$ cat config.mk
export PLATFORM = sky130hd
export DESIGN_NAME = ddr_mba_arb_flat
export DESIGN_NICKNAME = d
export VERILOG_FILES = /design/src/rtl/ddr_mba_arb_if.sv /design/src/rtl/ddr_mba_arb.sv /design/src/flat_wrapper.sv
export SDC_FILE = /design/constraint.sdc
export NUM_CORES = 1
export LEC_CHECK = 0
export BUFFER_PORTS_ARGS = -buffer_cell sky130_fd_sc_hd__buf_2
export CAP_MARGIN = 20
export CORE_AREA = 4 4 362 364
export CTS_BUF_LIST = sky130_fd_sc_hd__clkbuf_2
export DETAILED_ROUTE_END_ITERATION = 16
export DIE_AREA = 0 0 366 368
export PLACE_DENSITY = 0.3
export SLEW_MARGIN = 25
export SYNTH_ARGS = -nofsm -noshare
export SYNTH_HDL_FRONTEND = slang
export SYNTH_SLANG_ARGS = --single-unit
export TNS_END_PERCENT = 100
$ cat constraint.sdc
create_clock -name clk -period 1.9 [get_ports clk]
set_input_delay 0.38 -clock clk [delete_from_list [all_inputs] [get_ports clk]]
set_output_delay 0.38 -clock clk [all_outputs]
set_load 0.01 [all_outputs]
$ cat src/rtl/ddr_mba_arb_if.sv
// MBA bus bundle: one command/strobe/data channel between a bus master
// (request side) and a bus slave (acknowledge side).
interface ddr_mba_arb_if #(
  parameter int P_DW = 128,
  parameter int P_SW = P_DW / 8
);
  logic            req;   // command request, active-low
  logic            rel;   // request acknowledge
  logic            nel;   // request permission
  logic            rzw;   // direction, 0 = write
  logic [27:0]     adr;   // word address [29:2]
  logic [7:0]      bst;   // word count minus 1
  logic            wak;   // write-data enable, active-low
  logic [P_DW-1:0] rdt;   // write data (master to slave)
  logic [P_SW-1:0] ben;   // byte enable, active-low
  logic            rak;   // read-data enable, active-low
  logic [P_DW-1:0] wdt;   // read data (slave to master)

  modport master (
    output req, rzw, adr, bst, rdt, ben,
    input  rel, nel, wak, rak, wdt
  );

  modport slave (
    input  req, rzw, adr, bst, rdt, ben,
    output rel, nel, wak, rak, wdt
  );
endinterface

$ cat src/rtl/ddr_mba_arb.sv
// Two-requester round-robin arbiter for the MBA memory bus. One command is
// granted at a time and the grant is held until its whole data phase
// (bst+1 beats) has completed; a single IDLE bubble always follows.
module ddr_mba_arb #(
  parameter int P_DW = 128,
  parameter int P_SW = P_DW / 8
) (
  input  logic             clk,
  input  logic             rst,
  ddr_mba_arb_if.slave     s0,
  ddr_mba_arb_if.slave     s1,
  ddr_mba_arb_if.master    m,
  output logic             gnt,
  output logic             busy
);

  typedef enum logic [1:0] {
    IDLE = 2'd0,
    CMD  = 2'd1,
    DATA = 2'd2
  } state_t;

  state_t          state;
  logic [7:0]      cnt;

  logic            elig0;
  logic            elig1;
  logic            pick;
  logic            beat;
  logic            in_cmd;
  logic            in_data;
  logic [P_DW-1:0] rdt_mux;
  logic [P_SW-1:0] ben_mux;

  // Eligibility, round-robin winner and data-beat detection.
  always_comb begin
    elig0 = ~s0.req & m.nel;
    elig1 = ~s1.req & m.nel;
    if (elig0 && elig1) begin
      pick = ~gnt;            // contention: the requester not served last
    end else if (elig0) begin
      pick = 1'b0;
    end else begin
      pick = 1'b1;
    end
    // Direction of the granted command selects which strobe carries beats.
    beat = m.rzw ? ~m.rak : ~m.wak;
  end

  // Grant FSM with registered command outputs and the beat counter.
  always_ff @(posedge clk or posedge rst) begin
    if (rst) begin
      state <= IDLE;
      gnt   <= 1'b1;              // S0 wins the first contention
      m.req <= 1'b1;
      m.rzw <= 1'b0;
      m.adr <= 28'd0;
      m.bst <= 8'd0;
      cnt   <= 8'd0;
    end else begin
      case (state)
        IDLE: begin
          if (elig0 || elig1) begin
            gnt   <= pick;
            m.rzw <= pick ? s1.rzw : s0.rzw;
            m.adr <= pick ? s1.adr : s0.adr;
            m.bst <= pick ? s1.bst : s0.bst;
            cnt   <= pick ? s1.bst : s0.bst;
            m.req <= 1'b0;
            state <= CMD;
          end
        end
        CMD: begin
          if (m.rel) begin
            m.req <= 1'b1;
            state <= DATA;
          end
        end
        DATA: begin
          if (beat) begin
            if (cnt == 8'd0) begin
              state <= IDLE;      // last beat; next cycle is the bubble
            end else begin
              cnt <= cnt - 8'd1;
            end
          end
        end
        default: begin
          state <= IDLE;
          m.req <= 1'b1;
        end
      endcase
    end
  end

  assign in_cmd  = (state == CMD);
  assign in_data = (state == DATA);
  assign busy    = (state != IDLE);

  // Acknowledge goes only to the granted requester, in the M_REL cycle.
  assign s0.rel = in_cmd & m.rel & ~gnt;
  assign s1.rel = in_cmd & m.rel &  gnt;

  // Permission while idle, or to the owner while its command is pending.
  assign s0.nel = m.nel & ((state == IDLE) | (in_cmd & ~gnt));
  assign s1.nel = m.nel & ((state == IDLE) | (in_cmd &  gnt));

  // Strobes reach only the granted requester, and only during the data phase.
  assign s0.wak = ~(in_data & ~gnt) | m.wak;
  assign s1.wak = ~(in_data &  gnt) | m.wak;
  assign s0.rak = ~(in_data & ~gnt) | m.rak;
  assign s1.rak = ~(in_data &  gnt) | m.rak;

  // Read data is broadcast; the RAK strobe tells the owner when it is valid.
  assign s0.wdt = m.wdt;
  assign s1.wdt = m.wdt;

  // Write data and byte enables follow the current grant.
  assign rdt_mux = gnt ? s1.rdt : s0.rdt;
  assign ben_mux = gnt ? s1.ben : s0.ben;
  assign m.rdt   = rdt_mux;
  assign m.ben   = ben_mux;

endmodule

$ cat src/flat_wrapper.sv
// flat-port wrapper written by rule: the top's interface ports become plain ports
module ddr_mba_arb_flat 
#(
  parameter int P_DW = 128,
  parameter int P_SW = P_DW / 8
)
  (clk, rst, gnt, busy, s0_req, s0_rzw, s0_adr, s0_bst, s0_rdt, s0_ben, s0_rel, s0_nel, s0_wak, s0_rak, s0_wdt, s1_req, s1_rzw, s1_adr, s1_bst, s1_rdt, s1_ben, s1_rel, s1_nel, s1_wak, s1_rak, s1_wdt, m_req, m_rzw, m_adr, m_bst, m_rdt, m_ben, m_rel, m_nel, m_wak, m_rak, m_wdt);
  ddr_mba_arb_if #(.P_DW(P_DW), .P_SW(P_SW)) s0_i ();
  ddr_mba_arb_if #(.P_DW(P_DW), .P_SW(P_SW)) s1_i ();
  ddr_mba_arb_if #(.P_DW(P_DW), .P_SW(P_SW)) m_i ();
  input  logic clk;
  input  logic rst;
  output logic gnt;
  output logic busy;
  input wire logic [$bits(s0_i.req)-1:0] s0_req;
  input wire logic [$bits(s0_i.rzw)-1:0] s0_rzw;
  input wire logic [$bits(s0_i.adr)-1:0] s0_adr;
  input wire logic [$bits(s0_i.bst)-1:0] s0_bst;
  input wire logic [$bits(s0_i.rdt)-1:0] s0_rdt;
  input wire logic [$bits(s0_i.ben)-1:0] s0_ben;
  output wire logic [$bits(s0_i.rel)-1:0] s0_rel;
  output wire logic [$bits(s0_i.nel)-1:0] s0_nel;
  output wire logic [$bits(s0_i.wak)-1:0] s0_wak;
  output wire logic [$bits(s0_i.rak)-1:0] s0_rak;
  output wire logic [$bits(s0_i.wdt)-1:0] s0_wdt;
  input wire logic [$bits(s1_i.req)-1:0] s1_req;
  input wire logic [$bits(s1_i.rzw)-1:0] s1_rzw;
  input wire logic [$bits(s1_i.adr)-1:0] s1_adr;
  input wire logic [$bits(s1_i.bst)-1:0] s1_bst;
  input wire logic [$bits(s1_i.rdt)-1:0] s1_rdt;
  input wire logic [$bits(s1_i.ben)-1:0] s1_ben;
  output wire logic [$bits(s1_i.rel)-1:0] s1_rel;
  output wire logic [$bits(s1_i.nel)-1:0] s1_nel;
  output wire logic [$bits(s1_i.wak)-1:0] s1_wak;
  output wire logic [$bits(s1_i.rak)-1:0] s1_rak;
  output wire logic [$bits(s1_i.wdt)-1:0] s1_wdt;
  output wire logic [$bits(m_i.req)-1:0] m_req;
  output wire logic [$bits(m_i.rzw)-1:0] m_rzw;
  output wire logic [$bits(m_i.adr)-1:0] m_adr;
  output wire logic [$bits(m_i.bst)-1:0] m_bst;
  output wire logic [$bits(m_i.rdt)-1:0] m_rdt;
  output wire logic [$bits(m_i.ben)-1:0] m_ben;
  input wire logic [$bits(m_i.rel)-1:0] m_rel;
  input wire logic [$bits(m_i.nel)-1:0] m_nel;
  input wire logic [$bits(m_i.wak)-1:0] m_wak;
  input wire logic [$bits(m_i.rak)-1:0] m_rak;
  input wire logic [$bits(m_i.wdt)-1:0] m_wdt;
  assign s0_i.req = s0_req;
  assign s0_i.rzw = s0_rzw;
  assign s0_i.adr = s0_adr;
  assign s0_i.bst = s0_bst;
  assign s0_i.rdt = s0_rdt;
  assign s0_i.ben = s0_ben;
  assign s0_rel = s0_i.rel;
  assign s0_nel = s0_i.nel;
  assign s0_wak = s0_i.wak;
  assign s0_rak = s0_i.rak;
  assign s0_wdt = s0_i.wdt;
  assign s1_i.req = s1_req;
  assign s1_i.rzw = s1_rzw;
  assign s1_i.adr = s1_adr;
  assign s1_i.bst = s1_bst;
  assign s1_i.rdt = s1_rdt;
  assign s1_i.ben = s1_ben;
  assign s1_rel = s1_i.rel;
  assign s1_nel = s1_i.nel;
  assign s1_wak = s1_i.wak;
  assign s1_rak = s1_i.rak;
  assign s1_wdt = s1_i.wdt;
  assign m_req = m_i.req;
  assign m_rzw = m_i.rzw;
  assign m_adr = m_i.adr;
  assign m_bst = m_i.bst;
  assign m_rdt = m_i.rdt;
  assign m_ben = m_i.ben;
  assign m_i.rel = m_rel;
  assign m_i.nel = m_nel;
  assign m_i.wak = m_wak;
  assign m_i.rak = m_rak;
  assign m_i.wdt = m_wdt;
  ddr_mba_arb #(.P_DW(P_DW), .P_SW(P_SW)) u_core (.clk(clk), .rst(rst), .s0(s0_i), .s1(s1_i), .m(m_i), .gnt(gnt), .busy(busy));
endmodule
## Word-level counts from Yosys, hierarchy flattened

Index checks and enable logic that the tools add are counted.

| storage, ports and cells | value |
|---|---|
| flip-flop bits (word level) | 49 |
| input port bits | 498 |
| output and inout bits | 448 |

| operators by class | value |
|---|---|
| $add $sub $neg | 1 |
| equality and inequality tests | 7 |
| muxes and demuxes | 20 |
| bitwise operators | 25 |
| reduce and logical (&&, ||, !) cells | 10 |

Operators by type and width:

| cell | number |
|---|---|
| $mux W128 | 1 |
| $mux W8 | 4 |
| $mux W28 | 1 |
| $mux W16 | 1 |
| $pmux W8 S2 | 1 |
| $and A1 B1 Y1 | 11 |
| $logic_not A8 Y1 | 1 |
| $mux W2 | 4 |
| $not A1 Y1 | 8 |
| $reduce_and A4 Y1 | 2 |
| $sub A8 B1 Y8 const B | 1 |
| $mux W1 | 6 |
| $ne A2 B2 Y1 const B | 3 |
| $or A1 B1 Y1 | 6 |
| $pmux W2 S3 | 1 |
| $ne A2 B1 Y1 const B | 2 |
| $reduce_bool A2 Y1 | 2 |
| $pmux W1 S3 | 1 |
| $reduce_and A3 Y1 | 1 |
| $eq A2 B1 Y1 const B | 1 |
| $eq A2 B2 Y1 const B | 1 |
| $logic_not A2 Y1 | 1 |
| $reduce_and A2 Y1 | 1 |
| $logic_and A1 B1 Y1 | 1 |
| $logic_or A1 B1 Y1 | 1 |

## Depth between registers and ports, before layout

Gate-level depths: netlist (run 1).

| depth | value |
|---|---|
| word-level depth | 7 |
| gate-level depth with buffers | 7 |
| gate-level depth less buffers | 7 |

## Least setup slack after synthesis (run 1)

OpenSTA, ideal clock, no wires.

| timing | value |
|---|---|
| path kind | reg-to-output |
| start | register u_core.gnt |
| end | output port m_rdt[119] |
| data arrival time | 1604 ps |
| required time | 1520 ps |
| path slack | -84 ps |
| stages on the path, launching flop included | 5 |
| cells stage by stage | dfstp_2 buf_2 clkbuf_1 buf_2 mux2_2 |

| between the ends | value |
|---|---|
| longest elaborated chain between the ends | 1 |

RTL lines:

| what | RTL line | source |
|---|---|---|
| start: declaration | ddr_mba_arb.sv:13 | `output logic gnt,` |
| start signal: assignment | ddr_mba_arb.sv:64 | `gnt <= pick;` |
| $mux W128 | ddr_mba_arb.sv:119 | `assign rdt_mux = gnt ? s1.rdt : s0.rdt;` |
| end: declaration | flat_wrapper.sv:41 | `output wire logic [$bits(m_i.rdt)-1:0] m_rdt;` |

Every way passes these cells.

## Worst setup path after layout (run 1)

| timing | value |
|---|---|
| start | register u_core.gnt |
| end | output port m_rdt[80] |

The elaborated chain is that of the path after synthesis.

==> qor.yml, run 1 <==
p_int_w: 0.00815
wl_per_cell_um: 26.4
vias: 6638
arrival_ns: 2.24
via_per_inst: 2.45
synth_compound_area_frac: 0.0593
syn-num-nets: 1171
grt.total_usage: 0.0998
final_area_sq_mm: 0.0119
ant_nets: 0
finalHoldViolations: 0
hp-class: "input pin to flop"
final_cell_mix: "428 x buf_2, 137 x buf_6, 136 x mux2_4"
htree_levels: 2
drtIter0Drc: 236
port_buffers: 561
rsz0062_at_grt: "yes"
fmax_mhz: 382
initial_utilization: 0.0485
yosysSeqAreaShare: 0.199
muxShareOfSynthArea: 0.329
synth_xor_area_frac: 0
comb_power_share: 0.825
fin_skew_ns: 0.0473
synth-seq-cells: 49
status: "finished with violations"
required_ns: 1.52
die-area_sq_mm: 0.135
synth_ff_type: "dfrtp_1"
cts_tree: "built"
report.final.setup_viol: 194
critPathKind: "flop to primary output"
grt_max_degree: 58
fp.coreArea_sq_mm: 0.127
area_delta_synth_final_pct: 93.4
max-vdd-ir-drop_mv: 0.418
synthAdderAreaFrac: 0.00405
setup_tns_ns: -104.96
final_layout_size_suffix_gt1_frac: 0.825
grt-ovfl-total: 0
remaining_drc_errors: 0
grt_pass1_vias: 7112
cts_max_path_buffers: 2
synth_edf_count: 0
seqPwrFrac: 0.134
power_density_mw_per_mm2: 1220
finalHoldWorstSlack_ns: 0.0743
dp.final_hpwl_um: 64100
clkPwrFrac: 0.041
netSwitchingFraction: 0.441
finalMaxSlewViolations: 0
die_x_um: 366
synth_cell_type_count: 42
syn_inst: 671
fin_nets: 1533
num_io_pins: 946
grt_antenna_before_repair: 57
p_leak_nw: 5.42
cts_sinks: 49
drv_cap: 0
wl_um: 71400
cp-end-kind: "primary output"
synth_top_family_by_area: "buffers and inverters"
clk_pin_slew_ns: 0.37
chipHeight_um: 368
grt_pass1_wl_um: 86900
firstDrtPassIters: 4
fin_crit_sh: 1.38
yosys_warnings: 0
worstMarginPinSlew_ns: 0.665
critPathMaxFanout: 7
place_area_sq_mm: 0.00943
cts-root-buf: "clkbuf_2"
gp_congestion: 0.927
cts_buffers: 5
fin_crit_ns: 2.62
start_kind: "flop"
synth_area_per_cell_sq_um: 9.21
synth-simple-area-share: 0.0679
clk_latency_ns: 0.55
synthArstFlopShare: 1.00
rows: 131
p_sw_w: 0.00642
final_common_cell: "buf_2"
violations: "negative setup slack"
syn-cell-area_sq_mm: 0.00618
relSlewSlack: 0.551
post-route-worst-setup-slack_ns: -0.716
==> cells by family after synthesis <==
| family | Yosys count |
|---|---|
| fa+ha+maj | 2 |
| compound gates | 61 |
| buf+inv | 293 |
| mux | 184 |
| simple gates | 82 |
| flops | 49 |
==> registers in the layout, indices dropped and copies added, names as in the netlist <==
register      count
u_core.m.adr     28
u_core.m.req      1
u_core.cnt        8
u_core.m.bst      8
u_core.m.rzw      1
u_core.gnt        1
u_core.state      2
==> path summary, 6_finish.rpt <==
kind / start / end / slack (ns) / depth (start not counted)
setup / recovery: u_core.gnt / m_rdt[80] / -0.72 / 5
hold / removal: s0_adr[9] / u_core.m.adr[9] / 0.07 / 3
setup reg to reg: u_core.gnt / u_core.cnt[4] / -0.26 / 9
hold reg to reg: u_core.m.bst[6] / u_core.m.bst[6] / 0.53 / 2
max in group asynchronous: rst / u_core.m.req / 1.20 / 4
min in group asynchronous: rst / u_core.m.bst[2] / 0.36 / 4
==> worst max-delay path, stage by stage (launching register included) <==
cell and delay (ns):
dfstp_4 0.76, buf_12 0.14, buf_16 0.16, buf_12 0.12, mux2_4 0.34, buf_6 0.15
==> per-layer routing <==
layer  track usage  vias to the layer above  share of wire
met3        0.0663                      128           0.15
met2         0.158                      717           0.44
li1              -                     2749              -
met5       0.00142                        -        0.00031
met4        0.0286                        4          0.041
met1         0.108                     3040           0.37
==> cell usage after synthesis (5+ instances only) <==
library cell  instances  area [sq um]
a21oi_1              39           195
buf_2                19          95.1
buf_4               258          1940
clkbuf_1              8          30.0
dfrtp_1              47          1180
inv_1                 5          18.8
mux2_2              147          1660
mux2i_1              36           360
nand2_1              12          45.0
nand3b_1              5          37.5
nor2_1               39           146
o21ai_0               6          30.0
==> metrics by stage <==
stage,setup WS [ns],std cells,total power [W],util
after floorplan,0.00879,671,0.00627,-
after global placement,-0.320,2653,0.0102,0.0740
after detailed placement,-0.316,2653,0.0101,0.0740
after CTS,-0.873,2690,0.0147,0.0912
after global routing,-0.846,2701,0.0155,0.0937
final,-0.716,2705,0.0146,0.0938
==> what timing repair did <==
action | in CTS | in global routing
endpoints found under the hold margin | 47 | 0
hold buffers | 1 | 0
gates resized for setup | 419 | 64
pin swaps | 21 | 20
setup buffers | 26 | 9
setup endpoints to repair | 180 | 199
gates cloned | 5 | 5
==> power groups by stage <==
stage / Combinational [W] / Clock, W / Sequential [W]
2_1_floorplan: 0.00420 / 0 / 0.00207
3_3_place_gp: 0.00826 / 0 / 0.00198
3_5_place_dp: 0.00818 / 0 / 0.00196
4_1_cts: 0.0120 / 0.000658 / 0.00196
5_1_grt: 0.0128 / 0.000675 / 0.00204
6_report: 0.0120 / 0.000596 / 0.00196
==> cell type report <==
type / instances / area, sq um
inverter: 5 / 26.3
antenna: 9 / 22.5
tap: 1662 / 2080
clock inverter: 3 / 28.8
clock buffer: 5 / 25.0
multi-input combinational: 329 / 3640
fill: 14910 / 115000
timing repair buffer: 643 / 4890
sequential: 49 / 1230
No activity file was read; power rests on OpenSTA's default activity.
==> run 2, diff against run 1 <==
--- a/config.mk
+++ b/config.mk
@@ -11,7 +11,6 @@
 export CTS_BUF_LIST = sky130_fd_sc_hd__clkbuf_2
 export DETAILED_ROUTE_END_ITERATION = 16
 export DIE_AREA = 0 0 366 368
-export PLACE_DENSITY = 0.3
 export SLEW_MARGIN = 25
 export SYNTH_ARGS = -nofsm -noshare
 export SYNTH_HDL_FRONTEND = slang
==> qor.yml, run 2 (synthesis gave the netlist of run 1 again) <==
power_density_mw_per_mm2: 1210  # -0.67%
grt.total_usage: 0.108  # +0.00785
cts_max_path_buffers: 2  # unchanged
htree_levels: 2  # unchanged
max-vdd-ir-drop_mv: 0.526  # +26%
die_x_um: 366  # unchanged
fp.coreArea_sq_mm: 0.127  # unchanged
fin_crit_ns: 2.56  # -0.0535 ns
gp_congestion: 1.12  # +21%
port_buffers: 561  # unchanged
reg.largest.list: "u_core.m.adr: 28 flops, u_core.cnt: 8 flops, u_core.m.bst: 8 flops"
drv_cap: 0  # unchanged
finalMaxSlewViolations: 0  # unchanged
rsz0062_at_grt: "yes"
via_per_inst: 2.49  # +1.4%
vias: 6737  # +1.5%
num_io_pins: 946  # unchanged
place_area_sq_mm: 0.00940  # -0.29%
grt-ovfl-total: 0  # unchanged
wl_um: 77200  # +8.2%
crit_path_end: "m_rdt[107]"
final_area_sq_mm: 0.0112  # -6.1%
cts-root-buf: "clkbuf_2"
die-area_sq_mm: 0.135  # unchanged
regMostFlops: "u_core.m.adr"
fin_skew_ns: 0.0253  # -0.0221 ns
crit_start: "u_core.gnt"
finalHoldViolations: 0  # unchanged
r2r_end: "u_core.cnt[6]"
reg2reg_slack_ns: -0.19  # +0.07 ns
chipHeight_um: 368  # unchanged
area_delta_synth_final_pct: 81.6
critPathMaxFanout: 16  # +9
hp-class: "input pin to flop"
finalHoldWorstSlack_ns: 0.133  # +0.0587 ns
cts_buffers: 5  # unchanged
cp-end-kind: "primary output"
cts_tree: "built"
grt_pass1_vias: 7132  # +0.28%
post-route-worst-setup-slack_ns: -0.662  # +0.0535 ns
final_layout_size_suffix_gt1_frac: 0.800  # -0.0253
grt_pass1_wl_um: 91600  # +5.5%
arrival_ns: 2.18  # -0.06 ns
status: "finished with violations"
clk_pin_slew_ns: 0.30  # -0.07 ns
fin_nets: 1522  # -0.72%
ant_nets: 0  # unchanged
remaining_drc_errors: 0  # unchanged
final_cell_mix: "477 x buf_2, 100 x mux2_4, 88 x buf_6"
drtIter0Drc: 249  # +5.5%
clk_latency_ns: 0.51  # -0.04 ns
critPathKind: "flop to primary output"
fin_crit_sh: 1.35  # -0.0282
final_common_cell: "buf_2"
instances_no_fill: 2708  # +0.11%
worstMarginPinSlew_ns: 0.487  # -0.178 ns
fmax_mhz: 390  # +2.1%
report.final.setup_viol: 163  # -16%
grt_max_degree: 33  # -43%
p_leak_nw: 5.13  # -5.3%
firstDrtPassIters: 4  # unchanged
r2r_cells: 7  # -2
wl_per_cell_um: 28.5  # +8.1%
required_ns: 1.52  # about the same
largest_register_ffs: 28  # unchanged
n_fill_cell: 14784  # -0.85%
violations: "negative setup slack"
start_kind: "flop"
relSlewSlack: 0.674  # +0.123
hold_start: "s0_adr[26]"
rows: 131  # unchanged
dp.final_hpwl_um: 71200  # +11%
r2r-start: "u_core.gnt"
setup_tns_ns: -89.63  # +15.32 ns
grt_antenna_before_repair: 57  # unchanged
placedCellCount: 2651  # -0.075%
initial_utilization: 0.0485  # unchanged
cts_sinks: 49  # unchanged
run 2: cell count changes in the layout (fill, tap and decap cells not counted), sizes merged, moves of 3 or more:
cell / change
buf: -8
clkbuf: -3
diode: +14
inv: -3
run 2: how the worst min path moves through the flow:
stage / end / slack [ns] / depth (start not counted)
4_1_cts: u_core.m.adr[1] / 0.04 / 3
2_1_floorplan: u_core.m.bst[6] / 0.51 / 2
6_report: u_core.m.adr[26] / 0.13 / 3
5_1_grt: u_core.m.adr[24] / 0.07 / 3
3_3_place_gp: u_core.m.adr[19] / 0.39 / 2
3_5_place_dp: u_core.m.adr[16] / 0.39 / 2
run 2: what timing repair did:
item                       CTS  global route
buffers inserted            12             7
setup endpoints to repair  182           190
hold endpoints to repair    17             0
pin swaps                    7             7
gates cloned                 5             2
hold buffers                 1             0
resized for setup          273            50
run 2: layout make-up:
cell class | instances | area, sq um | share of cell area
Timing Repair Buffer | 632 | 4410 | 0.393
Inverter | 5 | 23.8 | 0.00212
Tap cell | 1662 | 2080 | 0.185
Multi-Input combinational cell | 329 | 3340 | 0.298
Clock buffer | 5 | 25.0 | 0.00223
Sequential cell | 49 | 1230 | 0.110
Clock inverter | 3 | 46.3 | 0.00413
Antenna cell | 23 | 57.6 | 0.00513
run 2: critical path, stage by stage (launching register included):
cell	delay [ns]
dfstp_4	0.75
buf_12	0.18
buf_12	0.19
mux2_2	0.35
buf_2	0.17
run 2: routing by layer:
| metal | up-vias | global-route usage | routed length (um) |
|---|---|---|---|
| met5 | - | 0.00819 | 241 |
| met4 | 13 | 0.0415 | 3840 |
| met3 | 136 | 0.0834 | 14200 |
| met2 | 813 | 0.179 | 35500 |
| met1 | 3033 | 0.0989 | 23500 |
| li1 | 2742 | - | - |
run 2: per-stage QoR:
step	setup slack, ns	util	power, W
after detailed placement	-0.281	0.0738	0.0101
after CTS	-0.810	0.0853	0.0135
final	-0.662	0.0881	0.0136
after global placement	-0.301	0.0738	0.0101
after global routing	-0.811	0.0877	0.0144
after floorplan	0.00879	-	0.00627
run 2: power breakdown:
part	switching [W]	leakage [nW]	internal, W
sequential	0.000419	0.550	0.00156
combinational	0.00534	4.54	0.00563
clock	0.000409	0.0393	0.000223
